==> src/rtl/mips_pkg.sv <==
// Shared opcode/funct encodings, sequencer state type and operand-view helper
// for the multi-cycle MIPS fetch sequencer.
package mips_pkg;

  localparam logic [5:0] OP_RTYPE = 6'b000000;
  localparam logic [5:0] OP_BEQ   = 6'b000100;
  localparam logic [5:0] OP_BNE   = 6'b000101;
  localparam logic [5:0] OP_BLT   = 6'b001010;
  localparam logic [5:0] OP_BGT   = 6'b001011;
  localparam logic [5:0] OP_ADDI  = 6'b001000;
  localparam logic [5:0] OP_HALT  = 6'b111111;
  localparam logic [5:0] FN_JR    = 6'b001000;

  typedef enum logic [2:0] {
    ST_IDLE    = 3'd0,
    ST_FETCH   = 3'd1,
    ST_DECODE  = 3'd2,
    ST_EXEC    = 3'd3,
    ST_RESOLVE = 3'd4,
    ST_HALT    = 3'd5,
    ST_ERROR   = 3'd6
  } state_t;

  // Word as the datapath should see it. BGT reuses the datapath SLT by
  // swapping rs and rt so the ALU computes rt < rs.
  function automatic logic [31:0] dp_view(input logic [31:0] w);
    if (w[31:26] == OP_BGT) begin
      return {w[31:26], w[20:16], w[25:21], w[15:0]};
    end
    return w;
  endfunction

endpackage

==> src/rtl/mips_fetch_sequencer_if.sv <==
// Instruction-memory and datapath signals of the fetch sequencer.
//
// Handshake: the sequencer raises imem_req with imem_addr and holds both
// stable until imem_ack. A word transfers on a rising edge where imem_req
// and imem_ack are both high; imem_ack with imem_req low carries nothing.
// dp_exec is a single-cycle strobe; dp_result/dp_rs_data are consumed in
// the cycle after it.
interface mips_fetch_sequencer_if #(
  parameter int unsigned AW = 16
);
  logic          imem_req;
  logic [AW-1:0] imem_addr;
  logic          imem_ack;
  logic [31:0]   imem_rdata;
  logic [31:0]   dp_instr;
  logic          dp_exec;
  logic [31:0]   dp_result;
  logic [31:0]   dp_rs_data;

  modport master (
    output imem_req, imem_addr, dp_instr, dp_exec,
    input  imem_ack, imem_rdata, dp_result, dp_rs_data
  );

  modport slave (
    input  imem_req, imem_addr, dp_instr, dp_exec,
    output imem_ack, imem_rdata, dp_result, dp_rs_data
  );
endinterface

==> src/rtl/mips_next_pc.sv <==
// Combinational next-PC unit: branch decision from the datapath result,
// PC-relative branch target and JR register target, all modulo 2^AW.
module mips_next_pc
  import mips_pkg::*;
#(
  parameter int unsigned AW = 16
) (
  input  logic [5:0]    opcode,
  input  logic [5:0]    funct,
  input  logic [15:0]   imm16,
  input  logic [AW-1:0] pc,
  input  logic [31:0]   dp_result,
  input  logic [31:0]   dp_rs_data,
  output logic [AW-1:0] next_pc,
  output logic          taken
);

  logic [AW-1:0] seq_pc;
  logic [AW-1:0] br_tgt;
  logic [AW-1:0] jr_tgt;
  logic [31:0]   off32;
  logic          unused_rs_bits;

  assign seq_pc = pc + AW'(4);
  assign off32  = {{14{imm16[15]}}, imm16, 2'b00};
  assign br_tgt = seq_pc + off32[AW-1:0];
  // JR target is word aligned regardless of the low register bits.
  assign jr_tgt = {dp_rs_data[AW-1:2], 2'b00};
  assign unused_rs_bits = ^dp_rs_data;

  // Branch condition per opcode, then choose between sequential, branch and JR.
  always_comb begin
    taken   = 1'b0;
    next_pc = seq_pc;
    case (opcode)
      OP_BEQ:         taken = (dp_result == 32'd0);
      OP_BNE:         taken = (dp_result != 32'd0);
      OP_BLT, OP_BGT: taken = dp_result[0];
      default:        taken = 1'b0;
    endcase
    if (taken) begin
      next_pc = br_tgt;
    end
    if (opcode == OP_RTYPE && funct == FN_JR) begin
      next_pc = jr_tgt;
    end
  end

endmodule

==> src/rtl/mips_fetch_sequencer.sv <==
// Multi-cycle instruction sequencer: owns the PC, fetches over req/ack,
// strobes the datapath once per instruction and resolves the next PC.
module mips_fetch_sequencer
  import mips_pkg::*;
#(
  parameter int unsigned   AW          = 16,
  parameter logic [AW-1:0] RESET_PC    = '0,
  parameter int unsigned   MEM_TIMEOUT = 255
) (
  input  logic                   clk,
  input  logic                   reset,
  input  logic                   start,
  mips_fetch_sequencer_if.master bus,
  output logic [AW-1:0]          pc,
  output logic                   busy,
  output logic                   halted,
  output logic                   error,
  output logic [15:0]            retired,
  output state_t                 dbg_state
);

  localparam logic [7:0] TMO_LIM = 8'(MEM_TIMEOUT);

  state_t        state_q, state_d;
  logic [AW-1:0] pc_q;
  logic [31:0]   instr_q;
  logic [15:0]   retired_q;
  logic [7:0]    tmo_q;
  logic [7:0]    tmo_inc;
  logic [AW-1:0] npc;
  logic          br_taken;
  logic          is_halt;

  assign tmo_inc = tmo_q + 8'd1;
  assign is_halt = (instr_q[31:26] == OP_HALT);

  mips_next_pc #(.AW(AW)) u_next_pc (
    .opcode     (instr_q[31:26]),
    .funct      (instr_q[5:0]),
    .imm16      (instr_q[15:0]),
    .pc         (pc_q),
    .dp_result  (bus.dp_result),
    .dp_rs_data (bus.dp_rs_data),
    .next_pc    (npc),
    .taken      (br_taken)
  );

  // State register.
  always_ff @(posedge clk) begin
    if (!reset) begin
      state_q <= ST_IDLE;
    end else begin
      state_q <= state_d;
    end
  end

  // Next-state logic; ack has priority over the timeout in the last cycle.
  always_comb begin
    state_d = state_q;
    case (state_q)
      ST_IDLE, ST_HALT, ST_ERROR: begin
        if (start) state_d = ST_FETCH;
      end
      ST_FETCH: begin
        if (bus.imem_ack)            state_d = ST_DECODE;
        else if (tmo_inc == TMO_LIM) state_d = ST_ERROR;
      end
      ST_DECODE:  state_d = is_halt ? ST_HALT : ST_EXEC;
      ST_EXEC:    state_d = ST_RESOLVE;
      ST_RESOLVE: state_d = ST_FETCH;
      default:    state_d = ST_IDLE;
    endcase
  end

  // PC, instruction latch, retire counter and fetch timeout counter.
  always_ff @(posedge clk) begin
    if (!reset) begin
      pc_q      <= RESET_PC;
      instr_q   <= '0;
      retired_q <= '0;
      tmo_q     <= '0;
    end else begin
      if (state_d == ST_FETCH && state_q != ST_FETCH) begin
        tmo_q <= '0;
      end else if (state_q == ST_FETCH && !bus.imem_ack) begin
        tmo_q <= tmo_inc;
      end
      if (state_q == ST_FETCH && bus.imem_ack) begin
        instr_q <= dp_view(bus.imem_rdata);
      end
      if (state_q == ST_DECODE && is_halt) begin
        pc_q <= pc_q + AW'(4);
      end
      if (state_q == ST_RESOLVE) begin
        pc_q <= npc;
        if (retired_q != 16'hFFFF) retired_q <= retired_q + 16'd1;
      end
    end
  end

  assign bus.imem_req  = (state_q == ST_FETCH);
  assign bus.imem_addr = pc_q;
  assign bus.dp_instr  = instr_q;
  assign bus.dp_exec   = (state_q == ST_EXEC);
  assign pc            = pc_q;
  assign busy          = !(state_q == ST_IDLE || state_q == ST_HALT || state_q == ST_ERROR);
  assign halted        = (state_q == ST_HALT);
  assign error         = (state_q == ST_ERROR);
  assign retired       = retired_q;
  assign dbg_state     = state_q;

endmodule

==> src/flat_wrapper.sv <==
// flat-port wrapper written by rule: the top's interface ports become plain ports
module mips_fetch_sequencer_flat import mips_pkg::*;
#(
  parameter int unsigned   AW          = 16,
  parameter logic [AW-1:0] RESET_PC    = '0,
  parameter int unsigned   MEM_TIMEOUT = 255
)
  (clk, reset, start, pc, busy, halted, error, retired, dbg_state, bus_imem_req, bus_imem_addr, bus_dp_instr, bus_dp_exec, bus_imem_ack, bus_imem_rdata, bus_dp_result, bus_dp_rs_data);
  mips_fetch_sequencer_if #(.AW(AW)) bus_i ();
  input  logic clk;
  input  logic reset;
  input  logic start;
  output logic [AW-1:0] pc;
  output logic busy;
  output logic halted;
  output logic error;
  output logic [15:0] retired;
  output state_t dbg_state;
  output wire logic [$bits(bus_i.imem_req)-1:0] bus_imem_req;
  output wire logic [$bits(bus_i.imem_addr)-1:0] bus_imem_addr;
  output wire logic [$bits(bus_i.dp_instr)-1:0] bus_dp_instr;
  output wire logic [$bits(bus_i.dp_exec)-1:0] bus_dp_exec;
  input wire logic [$bits(bus_i.imem_ack)-1:0] bus_imem_ack;
  input wire logic [$bits(bus_i.imem_rdata)-1:0] bus_imem_rdata;
  input wire logic [$bits(bus_i.dp_result)-1:0] bus_dp_result;
  input wire logic [$bits(bus_i.dp_rs_data)-1:0] bus_dp_rs_data;
  assign bus_imem_req = bus_i.imem_req;
  assign bus_imem_addr = bus_i.imem_addr;
  assign bus_dp_instr = bus_i.dp_instr;
  assign bus_dp_exec = bus_i.dp_exec;
  assign bus_i.imem_ack = bus_imem_ack;
  assign bus_i.imem_rdata = bus_imem_rdata;
  assign bus_i.dp_result = bus_dp_result;
  assign bus_i.dp_rs_data = bus_dp_rs_data;
  mips_fetch_sequencer #(.AW(AW), .RESET_PC(RESET_PC), .MEM_TIMEOUT(MEM_TIMEOUT)) u_core (.clk(clk), .reset(reset), .start(start), .bus(bus_i), .pc(pc), .busy(busy), .halted(halted), .error(error), .retired(retired), .dbg_state(dbg_state));
endmodule
==> config.mk <==
export PLATFORM = sky130hd
export DESIGN_NAME = mips_fetch_sequencer_flat
export DESIGN_NICKNAME = d
export VERILOG_FILES = /design/src/rtl/mips_pkg.sv /design/src/rtl/mips_fetch_sequencer_if.sv /design/src/rtl/mips_next_pc.sv /design/src/rtl/mips_fetch_sequencer.sv /design/src/flat_wrapper.sv
export SDC_FILE = /design/constraint.sdc
export NUM_CORES = 1
export LEC_CHECK = 0
export BUFFER_PORTS_ARGS = -buffer_cell sky130_fd_sc_hd__buf_2
export CAP_MARGIN = 20
export CORE_UTILIZATION = 44
export DETAILED_ROUTE_END_ITERATION = 16
export GPL_TIMING_DRIVEN = 0
export PLACE_DENSITY = 0.74
export SLEW_MARGIN = 20
export SYNTH_ARGS = -nofsm -noshare
export SYNTH_HDL_FRONTEND = slang
export SYNTH_SLANG_ARGS = --single-unit
==> constraint.sdc <==
create_clock -name clk -period 3 [get_ports clk]
set_input_delay 0.3 -clock clk [delete_from_list [all_inputs] [get_ports clk]]
set_output_delay 0.3 -clock clk [all_outputs]
set_load 0.02 [all_outputs]
# Yosys cells after proc, flatten, opt, wreduce, memory -nomap -nowiden
# Cells that the tools add are included.
# totals
reg_bits,75
input_bits,100
out_inout_bits,88
word_cells,60
# op_classes
addsub,4
eq_ne,17
n_mux,15
n_bitwise,1
n_reduce_logical,18
# ops
operator,count
16-bit two-way mux,4
32-bit two-way mux,2
32-bit logical NOT,1
32-bit nonzero test,1
6-bit by 4-bit equality test with 1-bit output (second input constant),4
16-bit by 1-bit adder with 16-bit output (second input constant),1
16-bit adder,1
16-bit by 3-bit adder with 16-bit output (second input constant),1
16-bit != test (second input constant),1
3-bit case mux with 5 select lines,1
6-bit by 3-bit equality test with 1-bit output (second input constant),2
3-bit two-way mux,4
3-bit equality test (second input constant),3
8-bit by 1-bit adder with 8-bit output (second input constant),1
8-bit equality test (second input constant),1
3-bit by 1-bit equality test with 1-bit output (second input constant),2
3-bit by 2-bit equality test with 1-bit output (second input constant),2
6-bit equality test (second input constant),1
6-bit logical NOT,1
1-bit logical AND,5
2-bit OR reduction,2
3-bit logical NOT,1
1-bit two-way mux,3
3-bit by 1-bit != test with 1-bit output (second input constant),1
other kinds (7),9

# Logic depth before layout (Yosys ltp)
# logic_depth
word_depth,8
depth_mapped,13
depth_no_buf,13

# Modules after synthesis
# A second synthesis with hierarchy kept.
# hier_totals
hier_cells,642
area_unflattened_um2,5048.6
# by_module_without_submodules
module,instances,cells_per_inst,area_each_um2,seq_area_each_um2
mips_fetch_sequencer,1,455,3714.8,1501.4
mips_next_pc,1,187,1333.8,0.0

# Worst setup path before layout
# Ideal clock, no wire load.
# synth_timing
kind,flip-flop to flip-flop
start,"register u_core.pc_q[2], in the netlist u_core.bus.imem_addr[2]"
end,"register u_core.pc_q[15], in the netlist u_core.bus.imem_addr[15]"
setup_time_ns,0.079
t_arrival_ns,2.855
required_time_ns,2.921
setup_slack_ns,0.066
path_stages_with_launch,12
n_path_buf,0
period_less_slack_ns,2.934
cell_sequence,dfxtp_1 > ha_1 > nand4_1 > nor2_1 > xor2_1 > ha_1 > a2111o_1 > o21ai_0 > a21boi_0 > or3_1 > a31o_1 > o211ai_1
# synth_via
elab_chain_len,5
elab_cells_between_ends,6
classes_between,2 x add/sub; 4 x mux
# synth_rtl
item,line,text
start: declaration,mips_fetch_sequencer.sv:25,logic [AW-1:0] pc_q;
start signal: assignment,mips_fetch_sequencer.sv:92,pc_q <= pc_q + AW'(4);
start signal: assignment,mips_fetch_sequencer.sv:95,pc_q <= npc;
16-bit by 3-bit adder with 16-bit output *,"mips_next_pc.sv:24, mips_fetch_sequencer.sv:92",
16-bit adder,mips_next_pc.sv:26,assign br_tgt = seq_pc + off32[AW-1:0];
16-bit two-way mux,mips_next_pc.sv:41,if (taken) begin
16-bit two-way mux,mips_next_pc.sv:44,if (opcode == OP_RTYPE && funct == FN_JR) begin
16-bit two-way mux *,mips_fetch_sequencer.sv:94,if (state_q == ST_RESOLVE) begin
# Mark *: on every way between the ends. The rest lies on a longest branch, timed or not. The select of a mux whose other input is x is not followed.
# A chain may end at the register's enable or synchronous reset.

# Final worst setup path
# layout_timing
start,"register u_core.pc_q[5], in the netlist u_core.bus.imem_addr[5]"
end,"register u_core.pc_q[15], in the netlist u_core.bus.imem_addr[15]"
# The elaborated chain is that of the path after synthesis.

==> metrics.cfg <==
[power]
ir_drop_mv = 0.222
power_frac_clock_pct = 40.2
power_w = 0.00231
power.leakage_nw = 2.74
switching_power_w = 0.000657
p_int_w = 0.00166
seq_power_share_pct = 44.6
p_comb_share_pct = 15.2
power_density_mw_per_mm2 = 391
switching_share_pct = 28.4

[floorplanning]
io_pins = 188
die_y_um = 104
rows = 36
die_width_um = 104
core_mm2 = 0.00991
die-area_mm2 = 0.0107
start_util_pct = 45.9

[synthesis]
syn_area_per_cell_um2 = 7.97
synth_edf_count = 0
synth-seq-cells = 73
synth.cell_area_mm2 = 0.00454
synth.area.top_cells = dfxtp_1 (32%), nand2_1 (6.5%), nor2_1 (5.2%)
synth_ff_type = dfxtp_1
synth_top_area_share_pct = 32.2
postSynthCellCount = 570
async_flop_share_pct = 0
synth_warnings = 0
synth.largest_area_cell = dfxtp_1
yosysUniqueCellTypes = 68
ys_seq_area_share_pct = 32.2

[critical_path]
critPathLaunchType = flop
path_class = reg2reg
crit_path_max_fanout = 8
setup.worst_path.start = u_core.bus.imem_addr[5]$_SDFFE_PN0P_
crit_end = u_core.bus.imem_addr[15]$_SDFFE_PN0P_
required_ps = 3300
r2r-start = u_core.bus.imem_addr[5]$_SDFFE_PN0P_
timing.reg2reg.setup_slack_ps = 90
r2r_cells = 11
cp.arrival_ps = 3210
rr_endpoint = u_core.bus.imem_addr[15]$_SDFFE_PN0P_
end_kind = flop

[place]
port_buffers = 165
dp_cells = 871
dp_hpwl_um = 10700
gp_congestion = 0.917

[sta]
rsz0062_at_grt = false
min_period_ps = 2910
final.setup_skew_ps = 12.2
setup_violations = 0
slew_viol_final = 0
max_freq_mhz = 343
hold_viol = 0
fin_crit_sh_pct = 97.0
slew_headroom_pct = 47.9
tightestPinTransition_ps = 779

[clock_network]
cts.sinks = 73
htreeDepth = 3
hold_buffers = 0
path_clk_slew_ps = 90
insertion_delay_ps = 370
cts_made_buffers = 9
ctsRootBufferMaster = clkbuf_8
cts_buffer_depth = 2
cts_tree = yes

[detailed_routing]
detail-route-antenna-nets = 0
routed_wirelength_um = 13900
drc_errors = 0
first_pass_iters = 4
wl_per_cell_um = 15.6
vias_per_cell = 5.53
vias = 4942
drt_iter0_drc = 221

[finish]
fillers = 926
nNetsFinal = 872
drive_above_1_share_pct = 31.6
fin_cells = 894
area_growth_pct = 30.0

[worst_hold_path]
min_path_type = in2reg

[run]
maxCapViolations = 0

[status]
status = completed

[global_route]
grt_overflow_total = 0
grt_pass1_wl_um = 22100
grt_pass1_vias = 4635
grt_usage_pct = 25.6
antenna_found_initial = 2
grt_max_degree = 14

[power groups by stage]
stage	clock, W	combinational [W]	sequential, W
floorplan	0	0.000174	0.00108
global placement	0	0.000339	0.00105
detailed placement	0	0.000347	0.00105
CTS	0.000935	0.000348	0.00103
global route	0.000974	0.000384	0.00104
finish	0.000931	0.000351	0.00103
[through the flow]
| step | TNS [ps] | setup slack (ps) | utilization (%) | hold WS [ps] | instance area (um^2) |
|---|---|---|---|---|---|
| 5_1_grt | 0 | 10.7 | 59.6 | 177 | 5910 |
| 6_report | 0 | 88.5 | 59.6 | 165 | 5910 |
| 3_5_place_dp | -734 | -418 | 56.0 | 461 | 5550 |
| 4_1_cts | 0 | 2.46 | 58.6 | 163 | 5810 |
| 3_3_place_gp | -481 | -330 | 56.0 | 445 | 5550 |
| 2_1_floorplan | 0 | 66.3 | - | 436 | 4560 |
[Yosys cell counts, drive strengths merged, types with 3 or more instances]
| library cell | n |
|---|---|
| nor3 | 8 |
| nand4 | 13 |
| and4 | 6 |
| o21a | 3 |
| a31oi | 3 |
| xnor2 | 27 |
| or3 | 3 |
| o211ai | 6 |
| and3 | 6 |
| xor2 | 15 |
| mux2i | 15 |
| o2111ai | 3 |
| nor2 | 63 |
| nand2b | 4 |
| nand3b | 3 |
| buf | 30 |
| nand2 | 80 |
| nand3 | 23 |
| clkbuf | 13 |
| o21ai | 20 |
| nor4 | 13 |
| dfxtp | 73 |
| a31o | 4 |
| a21oi | 46 |
| a211oi | 16 |
| and2 | 8 |
| a221oi | 7 |
| ha | 17 |
| inv | 9 |
[worst max-delay path, cell delays in order, from the launching register on]
cell	delay, ps
dfxtp_1	550
nand2_1	220
nor2_4	180
nand3_1	110
xnor2_1	180
ha_1	230
a2111o_1	440
o21ai_2	170
a21boi_0	120
or3_1	340
a31o_1	220
o211ai_1	80
[registers in the layout, indices dropped and copies added (netlist names)]
register and cells:
u_core.bus.imem_addr 14, u_core.bus.dp_instr 32, u_core.retired 16, u_core.dbg_state 3, u_core.tmo_q 8
[per-layer routing]
metal	track usage, %	up-vias	wire, um
li1	-	2404	-
met1	31.9	2279	5980
met2	42.4	236	6530
met3	4.66	23	1100
met4	12.8	0	337
met5	0	-	0
[kinds of logic (layout without fill, tap and decap cells)]
family          after synthesis  after routing  share of synthesized area, %
xor+xnor                     42             42                          8.09
other cells                   1              6                        0.0825
fa+ha+maj                    18             18                          5.12
mux                          15             15                          3.30
flops                        73             73                          32.2
simple gates                241            241                          25.9
buf+inv                      53            239                          6.28
compound gates              127            127                          19.0
[cells in the final DEF (no fill, tap or decap), drive strengths merged, types with 3 or more instances in the layout]
cell	instances
nand4	13
o21a	3
nor3	8
a31o	4
or3	3
o2111ai	3
xnor2	27
a211oi	16
nand3b	3
nor2	63
nand2b	4
o21ai	20
mux2i	15
nand2	80
nand3	23
and2	8
buf	200
dfxtp	73
a31oi	3
inv	10
and4	6
conb	4
nor4	13
o211ai	6
xor2	15
ha	17
a221oi	7
and3	6
clkbuf	24
a21oi	46
[final cells by class]
type	count	area, um^2	area share (%)
timing repair buffer	170	863	14.6
antenna	2	5.00	0.0847
buffer	43	250	4.23
clock buffer	11	151	2.56
tap	133	166	2.82
inverter	10	37.5	0.635
multi-input combinational	447	2880	48.7
sequential	73	1470	24.9
clock inverter	5	85.1	1.44
[timing repair]
item                                    CTS  global route
gates resized for setup                   8            14
hold endpoints to repair                  0             0
endpoints found under the setup margin    4             5
setup buffers                             1             4
pin swaps                                 1             7
[worst min path at each step]
stage	slack [ps]	depth (start not counted)	start	end
5_1_grt	180	3	bus_imem_rdata[8]	u_core.bus.dp_instr[8]$_SDFFE_PN0P_
3_3_place_gp	450	2	u_core.bus.dp_instr[15]$_SDFFE_PN0P_	u_core.bus.dp_instr[15]$_SDFFE_PN0P_
6_report	170	3	bus_imem_rdata[0]	u_core.bus.dp_instr[0]$_SDFFE_PN0P_
2_1_floorplan	440	2	bus_imem_rdata[0]	u_core.bus.dp_instr[0]$_SDFFE_PN0P_
4_1_cts	160	3	bus_imem_rdata[0]	u_core.bus.dp_instr[0]$_SDFFE_PN0P_
3_5_place_dp	460	2	u_core.bus.dp_instr[14]$_SDFFE_PN0P_	u_core.bus.dp_instr[14]$_SDFFE_PN0P_
Note: power is estimated with default switching activity, not from simulation.
